==> src/rtl/motor_drive_array_if.sv <==
// Control and status bundle between the speed loop and motor_drive_array.
// The speed loop (or bench) takes the master side, the drive core the slave side.
interface motor_drive_array_if #(
  parameter int N_CH    = 2,
  parameter int PWM_W   = 16,
  parameter int PRESC_W = 8,
  parameter int TACH_W  = 26
);
  logic                     enable_in;
  logic [PRESC_W-1:0]       prescale_in;
  logic [PWM_W-1:0]         period_in;
  logic [N_CH*PWM_W-1:0]    duty_in;
  logic [N_CH-1:0]          duty_valid_in;
  logic [N_CH-1:0]          tach_pulse_in;
  logic                     motor_en_out;
  logic [N_CH-1:0]          pwm_out;
  logic                     period_start_out;
  logic [N_CH*TACH_W-1:0]   tach_period_out;
  logic [N_CH-1:0]          tach_valid_out;
  logic [N_CH-1:0]          tach_stall_out;

  modport master (
    output enable_in, prescale_in, period_in, duty_in, duty_valid_in, tach_pulse_in,
    input  motor_en_out, pwm_out, period_start_out, tach_period_out, tach_valid_out,
           tach_stall_out
  );

  modport slave (
    input  enable_in, prescale_in, period_in, duty_in, duty_valid_in, tach_pulse_in,
    output motor_en_out, pwm_out, period_start_out, tach_period_out, tach_valid_out,
           tach_stall_out
  );
endinterface

==> src/rtl/motor_drive_array.sv <==
// N-channel motor drive core: double-buffered PWM plus tachometer period/stall measurement.
// Optional MOTOR_PWM_RAMP_EN slew-limits the active duty by RAMP_STEP per PWM period.
module motor_drive_array #(
  parameter int N_CH      = 2,
  parameter int PWM_W     = 16,
  parameter int PRESC_W   = 8,
  parameter int TACH_W    = 26,
  parameter int STALL_CYC = 5_000_000,
  parameter int RAMP_STEP = 256
) (
  input logic                clk,
  input logic                reset_n,
  motor_drive_array_if.slave bus
);

  typedef enum logic [1:0] {TACH_ARM, TACH_MEAS, TACH_STALL} tach_state_e;

  localparam logic [TACH_W-1:0] TACH_MAX  = '1;
  localparam logic [TACH_W-1:0] STALL_LIM = TACH_W'(STALL_CYC);

  if (RAMP_STEP < 1 || RAMP_STEP >= (1 << PWM_W)) begin : g_bad_ramp_step
    $error("motor_drive_array: RAMP_STEP must lie in 1 .. 2**PWM_W-1");
  end

  // Two-flop synchronizers and registered edge detect for the asynchronous inputs
  logic              en_s1_q, en_s2_q;
  logic [N_CH-1:0]   tach_s1_q, tach_s2_q, tach_prev_q, tach_edge_q;

  // PWM timebase
  logic [PRESC_W-1:0] presc_q, presc_d;
  logic [PWM_W-1:0]   cnt_q, cnt_d;
  logic               tick, boundary;
  logic               ps_q;

  // Per-channel duty buffering and PWM output
  logic [PWM_W-1:0]   pend_q [N_CH];
  logic [PWM_W-1:0]   pend_d [N_CH];
  logic [PWM_W-1:0]   act_q  [N_CH];
  logic [PWM_W-1:0]   act_d  [N_CH];
  logic [N_CH-1:0]    pwm_q, pwm_d;

  // Per-channel tachometer measurement
  logic [TACH_W-1:0]  tcnt_q [N_CH];
  logic [TACH_W-1:0]  tcnt_d [N_CH];
  logic [TACH_W-1:0]  tper_q [N_CH];
  logic [TACH_W-1:0]  tper_d [N_CH];
  tach_state_e        st_q   [N_CH];
  tach_state_e        st_d   [N_CH];
  logic [N_CH-1:0]    tvalid_q, tvalid_d;
  logic [N_CH-1:0]    tstall_q, tstall_d;
  logic [N_CH*TACH_W-1:0] tach_period_flat;

`ifdef MOTOR_PWM_RAMP_EN
  localparam logic [PWM_W-1:0] RAMP_STEP_W = PWM_W'(RAMP_STEP);

  function automatic logic [PWM_W-1:0] ramp_toward(input logic [PWM_W-1:0] act,
                                                   input logic [PWM_W-1:0] pend);
    logic [PWM_W-1:0] result;
    if (pend > act) result = (pend - act > RAMP_STEP_W) ? act + RAMP_STEP_W : pend;
    else            result = (act - pend > RAMP_STEP_W) ? act - RAMP_STEP_W : pend;
    return result;
  endfunction
`endif

  // NOTE: every signal assigned in an always_comb gets a default first, so no path can infer a latch.
  always_comb begin
    // >= rather than == keeps the timebase sane when prescale_in/period_in shrink mid-count
    tick     = (presc_q >= bus.prescale_in);
    presc_d  = tick ? '0 : presc_q + 1'b1;
    boundary = tick && (cnt_q >= bus.period_in);
    cnt_d    = cnt_q;
    if (tick) cnt_d = boundary ? '0 : cnt_q + 1'b1;

    pwm_d = '0;
    for (int i = 0; i < N_CH; i++) begin
      pend_d[i] = bus.duty_valid_in[i] ? bus.duty_in[i*PWM_W +: PWM_W] : pend_q[i];
`ifdef MOTOR_PWM_RAMP_EN
      act_d[i]  = boundary ? ramp_toward(act_q[i], pend_q[i]) : act_q[i];
`else
      act_d[i]  = boundary ? pend_q[i] : act_q[i];
`endif
      pwm_d[i]  = en_s2_q & (cnt_q < act_q[i]);
    end
  end

  always_comb begin
    tvalid_d = '0;
    tstall_d = tstall_q;
    for (int i = 0; i < N_CH; i++) begin
      tcnt_d[i] = (tcnt_q[i] == TACH_MAX) ? tcnt_q[i] : tcnt_q[i] + 1'b1;
      tper_d[i] = tper_q[i];
      st_d[i]   = st_q[i];
      case (st_q[i])
        TACH_ARM: begin
          if (tach_edge_q[i]) begin
            tcnt_d[i] = TACH_W'(1);
            st_d[i]   = TACH_MEAS;
          end
        end
        TACH_MEAS: begin
          if (tach_edge_q[i]) begin
            tper_d[i]   = tcnt_q[i];
            tvalid_d[i] = 1'b1;
            tcnt_d[i]   = TACH_W'(1);
          end else if (tcnt_q[i] == STALL_LIM) begin
            st_d[i]     = TACH_STALL;
            tstall_d[i] = 1'b1;
          end
        end
        TACH_STALL: begin
          // Restart the measurement without reporting the stalled interval
          if (tach_edge_q[i]) begin
            tstall_d[i] = 1'b0;
            tcnt_d[i]   = TACH_W'(1);
            st_d[i]     = TACH_MEAS;
          end
        end
        default: st_d[i] = TACH_ARM;
      endcase
    end
  end

  // NOTE: sequential state uses non-blocking assignments only; the small duty/tach register arrays
  // are plain flops, so they are cleared by the asynchronous reset like every other register.
  always_ff @(posedge clk or negedge reset_n) begin
    if (!reset_n) begin
      en_s1_q     <= 1'b0;
      en_s2_q     <= 1'b0;
      tach_s1_q   <= '0;
      tach_s2_q   <= '0;
      tach_prev_q <= '0;
      tach_edge_q <= '0;
      presc_q     <= '0;
      cnt_q       <= '0;
      ps_q        <= 1'b0;
      pwm_q       <= '0;
      tvalid_q    <= '0;
      tstall_q    <= '0;
      for (int i = 0; i < N_CH; i++) begin
        pend_q[i] <= '0;
        act_q[i]  <= '0;
        tcnt_q[i] <= '0;
        tper_q[i] <= '0;
        st_q[i]   <= TACH_ARM;
      end
    end else begin
      en_s1_q     <= bus.enable_in;
      en_s2_q     <= en_s1_q;
      tach_s1_q   <= bus.tach_pulse_in;
      tach_s2_q   <= tach_s1_q;
      tach_prev_q <= tach_s2_q;
      tach_edge_q <= tach_s2_q & ~tach_prev_q;
      presc_q     <= presc_d;
      cnt_q       <= cnt_d;
      ps_q        <= boundary;
      pwm_q       <= pwm_d;
      tvalid_q    <= tvalid_d;
      tstall_q    <= tstall_d;
      for (int i = 0; i < N_CH; i++) begin
        pend_q[i] <= pend_d[i];
        act_q[i]  <= act_d[i];
        tcnt_q[i] <= tcnt_d[i];
        tper_q[i] <= tper_d[i];
        st_q[i]   <= st_d[i];
      end
    end
  end

  always_comb begin
    tach_period_flat = '0;
    for (int i = 0; i < N_CH; i++) tach_period_flat[i*TACH_W +: TACH_W] = tper_q[i];
  end

  assign bus.motor_en_out     = en_s2_q;
  assign bus.pwm_out          = pwm_q;
  assign bus.period_start_out = ps_q;
  assign bus.tach_period_out  = tach_period_flat;
  assign bus.tach_valid_out   = tvalid_q;
  assign bus.tach_stall_out   = tstall_q;

endmodule

==> src/flat_wrapper.sv <==
// flat-port wrapper written by rule: the top's interface ports become plain ports
module motor_drive_array_flat 
#(
  parameter int N_CH      = 2,
  parameter int PWM_W     = 16,
  parameter int PRESC_W   = 8,
  parameter int TACH_W    = 26,
  parameter int STALL_CYC = 5_000_000,
  parameter int RAMP_STEP = 256
)
  (clk, reset_n, bus_enable_in, bus_prescale_in, bus_period_in, bus_duty_in, bus_duty_valid_in, bus_tach_pulse_in, bus_motor_en_out, bus_pwm_out, bus_period_start_out, bus_tach_period_out, bus_tach_valid_out, bus_tach_stall_out);
  motor_drive_array_if #(.N_CH(N_CH), .PWM_W(PWM_W), .PRESC_W(PRESC_W), .TACH_W(TACH_W)) bus_i ();
  input logic clk;
  input logic reset_n;
  input wire logic [$bits(bus_i.enable_in)-1:0] bus_enable_in;
  input wire logic [$bits(bus_i.prescale_in)-1:0] bus_prescale_in;
  input wire logic [$bits(bus_i.period_in)-1:0] bus_period_in;
  input wire logic [$bits(bus_i.duty_in)-1:0] bus_duty_in;
  input wire logic [$bits(bus_i.duty_valid_in)-1:0] bus_duty_valid_in;
  input wire logic [$bits(bus_i.tach_pulse_in)-1:0] bus_tach_pulse_in;
  output wire logic [$bits(bus_i.motor_en_out)-1:0] bus_motor_en_out;
  output wire logic [$bits(bus_i.pwm_out)-1:0] bus_pwm_out;
  output wire logic [$bits(bus_i.period_start_out)-1:0] bus_period_start_out;
  output wire logic [$bits(bus_i.tach_period_out)-1:0] bus_tach_period_out;
  output wire logic [$bits(bus_i.tach_valid_out)-1:0] bus_tach_valid_out;
  output wire logic [$bits(bus_i.tach_stall_out)-1:0] bus_tach_stall_out;
  assign bus_i.enable_in = bus_enable_in;
  assign bus_i.prescale_in = bus_prescale_in;
  assign bus_i.period_in = bus_period_in;
  assign bus_i.duty_in = bus_duty_in;
  assign bus_i.duty_valid_in = bus_duty_valid_in;
  assign bus_i.tach_pulse_in = bus_tach_pulse_in;
  assign bus_motor_en_out = bus_i.motor_en_out;
  assign bus_pwm_out = bus_i.pwm_out;
  assign bus_period_start_out = bus_i.period_start_out;
  assign bus_tach_period_out = bus_i.tach_period_out;
  assign bus_tach_valid_out = bus_i.tach_valid_out;
  assign bus_tach_stall_out = bus_i.tach_stall_out;
  motor_drive_array #(.N_CH(N_CH), .PWM_W(PWM_W), .PRESC_W(PRESC_W), .TACH_W(TACH_W), .STALL_CYC(STALL_CYC), .RAMP_STEP(RAMP_STEP)) u_core (.clk(clk), .reset_n(reset_n), .bus(bus_i));
endmodule
==> config.mk <==
export PLATFORM = sky130hd
export DESIGN_NAME = motor_drive_array_flat
export DESIGN_NICKNAME = d
export VERILOG_FILES = /design/src/rtl/motor_drive_array_if.sv /design/src/rtl/motor_drive_array.sv /design/src/flat_wrapper.sv
export SDC_FILE = /design/constraint.sdc
export NUM_CORES = 1
export LEC_CHECK = 0
export CORE_MARGIN = 1.5
export CORE_UTILIZATION = 45
export CTS_BUF_LIST = sky130_fd_sc_hd__clkbuf_8
export DETAILED_ROUTE_END_ITERATION = 10
export PLACE_DENSITY = 0.68
export SYNTH_ARGS = -nofsm -noshare
export SYNTH_HDL_FRONTEND = slang
export SYNTH_SLANG_ARGS = --single-unit
==> constraint.sdc <==
create_clock -name clk -period 2.78 [get_ports clk]
set_input_delay 0.417 -clock clk [delete_from_list [all_inputs] [get_ports clk]]
set_output_delay 0.417 -clock clk [all_outputs]
set_load 0.005 [all_outputs]
---- Word level (Yosys, flattened, before mapping) ----
Index checks and enable logic that the tools add are counted.
storage, ports and cells
  bits of input ports ..................... 63
  output and inout bits ................... 60
  flip-flop bits (word level) ............. 213
  word-level logic and storage cells ...... 94
cells by class
  magnitude comparators ................... 4
  mux-type cells .......................... 28
  bitwise operators ....................... 4
  equality and inequality tests ........... 16
  $add $sub $neg .......................... 4
  reductions and logical operators ........ 15
operator list
  kind                                                                     count
  26-bit 2-to-1 mux                                                        6
  26-bit by 1-bit adder with 26-bit output, second input constant          2
  26-bit by 23-bit == test with 1-bit output, second input constant        2
  26-bit == test, second input constant                                    2
  16-bit < comparator                                                      2
  16-bit by 1-bit adder with 16-bit output, second input constant          1
  16-bit greater-or-equal comparator                                       1
  16-bit 2-to-1 mux                                                        1
  2-bit 2-to-1 mux                                                         6
  2-bit by 1-bit inequality test with 1-bit output, second input constant  6
  1-bit 2-to-1 mux                                                         10
  8-bit by 1-bit adder with 8-bit output, second input constant            1
  8-bit greater-or-equal comparator                                        1
  8-bit 2-to-1 mux                                                         1
  2-bit one-hot mux with 2 select lines                                    2
  4-bit AND reduction                                                      2
  3-bit AND reduction                                                      2
  3-bit OR reduction                                                       2
  2-bit by 1-bit == test with 1-bit output, second input constant          2
  2-bit == test, second input constant                                     2
  2-bit zero test                                                          2
  2-bit inequality test, second input constant                             2
  1-bit one-hot mux with 2 select lines                                    2
  2-bit AND reduction                                                      2
  other kinds (6)                                                          9

---- Depth between registers and ports, before layout ----
  word-level depth ........................ 4
  gate-level depth with buffers ........... 9
  depth with buffers taken out ............ 7

---- Worst setup path after synthesis ----
Ideal clock, no wire load.
  path type ............................... input port to flip-flop
  from .................................... input port bus_period_in[14]
  to ...................................... register u_core.act_q[0] in the netlist's numbering
  setup time .............................. 125 ps
  setup slack ............................. 134 ps
  arrival time ............................ 2521 ps
  stages on the path ...................... 8
  cells stage by stage .................... inv_1 ha_1 nand4_1 or4_1 o32a_2 a21oi_4 buf_6 mux2_2
on the way
  cells in the longest elaborated chain, start to end .. 2
ends and longest elaborated chain
  what                                RTL line                  source
  start, declared                     flat_wrapper.sv:17        input wire logic [$bits(bus_i.period_in)-1:0] bus_period_in;
  16-bit greater-or-equal comparator  motor_drive_array.sv:70   boundary = tick && (cnt_q >= bus.period_in);
  1-bit logical AND                   motor_drive_array.sv:70
  end signal, assigned by index       motor_drive_array.sv:161  act_q[i] <= act_d[i];
  end, declared                       motor_drive_array.sv:38   logic [PWM_W-1:0] act_q [N_CH];
No other way between the ends.
A chain may end at the register's enable or synchronous reset.

---- Worst setup path after layout ----
  from .................................... input port bus_period_in[13]
  to ...................................... register u_core.act_q[29] in the netlist's numbering
Same word-level chain as after synthesis.

==> impl_metrics.json <==
{
  "status": "finished clean",
  "switchingPower_mw": 2.13,
  "synth_edf_count": 0,
  "powerDensity_mw_per_mm2": 608,
  "wirelength_um": 22900,
  "whs_ns": 0.345,
  "mostFrequentLayoutCells": "dfrtp_1, clkdlybuf4s50_1, mux2_2",
  "overflow": 0,
  "start_kind": "input pin",
  "reg2reg_to": "u_core.act_q[29]",
  "worst_slew_pin_slew_ns": 0.804,
  "first_global_vias": 7833,
  "fin_ws_ns": 0.147,
  "grt_max_degree": 84,
  "cts_tree": "built",
  "fin_crit_sh_pct": 94.7,
  "netlist_area_mm2": 0.0105,
  "ys_ff_latch": 213,
  "clock-sinks": 213,
  "dp_slack_ns": -0.376,
  "wl_met3_um": 1390,
  "gp_congestion": 0.853,
  "die_y_um": 156,
  "r2r_cells": 7,
  "areaGrowthSynthToFinish_pct": 24.1,
  "clk_pin_slew_ns": 0.06,
  "synth_top_area_cell": "dfrtp_1",
  "dp_hpwl_um": 15800,
  "fin_nets": 1233,
  "relSlewSlack_pct": 46.4,
  "antenna_found_initial": 0,
  "pwr-share-comb_pct": 17.4,
  "root_buffer": "clkbuf_8",
  "setup_violations": 0,
  "io_buffers": 122,
  "grt_pass1_wl_um": 38400,
  "clock.fmax_ghz": 0.380,
  "drc_errors": 0,
  "ant_nets": 0,
  "dr.pass1.iters": 6,
  "final_cells": 1443,
  "synth_cells": 954,
  "drv_slew": 0,
  "drt_iter0_drc": 381,
  "ir_drop_v": 0.000476,
  "synth_fa_ha_area_share_pct": 7.14,
  "num_io_pins": 123,
  "rsz0062_at_grt": "no",
  "hold_depth": 0,
  "synth_cell_types": 56,
  "hp-class": "register to register",
  "leakagePower_nw": 5.91,
  "dr_wl_met2_um": 10900,
  "vias_per_cell": 5.42,
  "min_period_ns": 2.63,
  "skew_ns": 0.0131,
  "start_util_pct": 46.2,
  "whs_endpoint": "u_core.tach_s2_q[1]",
  "ctsLongestPathBuffers": 3,
  "hold_viol": 0,
  "fp.dieArea_mm2": 0.0243,
  "setup_tns_ns": 0,
  "synth_xor_area_share_pct": 1.75,
  "p_int_mw": 5.81,
  "cp.arrival_ns": 3.02,
  "die_w_um": 156,
  "antennaDiodeCount": 0,
  "synth_warnings": 0,
  "track_usage_pct": 19.5,
  "min_from": "u_core.tach_s1_q[1]",
  "pwr-share-seq_pct": 46.1,
  "met1_length_um": 10100,
  "synthSimpleGateAreaFrac_pct": 14.3,
  "synthMuxAreaShare_pct": 11.9,
  "core_mm2": 0.0228,
  "worstSetupEndpointType": "register",
  "num_rows": 55,
  "syn-num-nets": 1077,
  "dp.cells": 1382,
  "synth_top_area_share_pct": 50.7,
  "vias": 7816,
  "crit_fanout": 18,
  "synth_top_family_by_area": "simple AND/OR/NAND/NOR gates",
  "seq_area_frac_synth_pct": 50.7,
  "synth.top_cells.by_area": "dfrtp_1, mux2_2, ha_1, inv_1, a21oi_1",
  "critical_path_class": "input pin to register",
  "htree_num_levels": 2,
  "drive_gt1_share_pct": 18.7,
  "final_common_cell": "dfrtp_1",
  "clockPowerShare_pct": 36.5,
  "async_flop_share_pct": 100,
  "ff2ff_setup_slack_ns": 0.15,
  "clk_latency_ns": 0.51,
  "crit_start": "bus_period_in[13]",
  "cp_data_required_time_ns": 3.17,
  "fill_cells": 1953,
  "syn_area_per_cell_um2": 11.0,
  "synth-compound-area-share_pct": 9.79,
  "numCtsBuffers": 38,
  "max_cap_violations": 0,
  "p_sw_share_pct": 26.8,
  "wl_per_cell_um": 15.8,
  "worstReg2RegStart": "u_core.cnt_q[13]",
  "top_layer_used": "met4",
  "synth_flop_cell": "dfrtp_1"
}
[layout make-up]
class / count / area, um2 / share of cell area [%]
multi-input combinational: 627 / 4730 / 36.3
tap: 313 / 392 / 3.00
timing repair buffer: 157 / 1550 / 11.9
inverter: 73 / 274 / 2.10
sequential: 213 / 5330 / 40.8
clock buffer: 54 / 743 / 5.70
clock inverter: 6 / 23.8 / 0.182
[worst max-delay path, cell delays in order]
cell	delay, ns
clkdlybuf4s50_1	0.46
inv_1	0.05
ha_1	0.29
nand4_1	0.11
or4_1	0.53
o32a_2	0.37
a21oi_4	0.25
buf_12	0.20
mux2_2	0.34
[cells by family (layout without fill, tap and decap cells)]
group | Yosys count | in the layout
AO/OA/AOI/OAI | 159 | 159
adder cells (fa/ha/maj) | 60 | 60
flip-flops | 213 | 213
buffers and inverters | 114 | 290
XOR/XNOR | 21 | 21
AND/OR/NAND/NOR | 275 | 275
multiplexers | 112 | 112
[state kept, by name, summed over array words and instances, names as in the netlist, 4 cells and up]
register                    count
u_core.tcnt_q                  52
u_core.bus.tach_period_out     52
u_core.cnt_q                   16
u_core.act_q                   32
u_core.pend_q                  32
u_core.presc_q                  8
u_core.st_q                     4
[synthesized netlist by cell type (5+ instances only)]
cell        n
a211oi_1    6
a21o_1     15
a21oi_1    48
a31o_2      6
a31oi_1    16
and2_1     11
and3_1     13
and4_1      9
clkbuf_1   29
dfrtp_1   213
ha_1       60
inv_1      73
mux2_2    106
nand2_1    60
nand2b_1    9
nand3_1    30
nand4_1    29
nor2_1     36
nor2b_1     7
nor3_1     15
nor4_1      9
nor4b_1     5
o21ai_0    29
o31ai_1    13
or3_1      12
or4_1      19
xnor2_1    18
[worst max path at each step]
stage                       endpoint  slack, ns  cells after the start
detailed placement  u_core.act_q[29]      -0.38                      9
global route        u_core.act_q[29]       0.04                      7
floorplan            u_core.act_q[0]       0.13                      8
global placement    u_core.act_q[28]      -0.35                      9
finish              u_core.act_q[29]       0.15                      9
CTS                 u_core.act_q[13]       0.14                      7
[power by group through the flow]
stage          Sequential (mW)  Combinational, mW  Clock [mW]
3_3_place_gp              3.71               1.35           0
6_report                  3.66               1.38        2.89
4_1_cts                   3.66               1.41        3.02
5_1_grt                   3.70               1.57        3.16
2_1_floorplan             3.63              0.845           0
3_5_place_dp              3.72               1.39           0
[metrics by stage]
step	util, %	power, mW	cell area (um2)
after floorplan	-	4.47	10500
after detailed placement	53.9	5.11	12300
after global routing	57.3	8.43	13100
final	57.3	7.94	13100
after global placement	53.9	5.06	12300
after CTS	57.3	8.09	13100
[repair_timing]
action / in CTS / in global routing
hold buffers: 1 / 0
setup buffers: 0 / 0
resized for setup: 0 / 0
endpoints found under the hold margin: 49 / 0
[routing by layer]
layer / up-vias / track usage (%)
met5: - / 0
met4: 0 / 6.30
met3: 42 / 3.97
met2: 233 / 32.8
met1: 3780 / 25.2
li1: 3761 / -
Power figures use the tool's default switching activity.
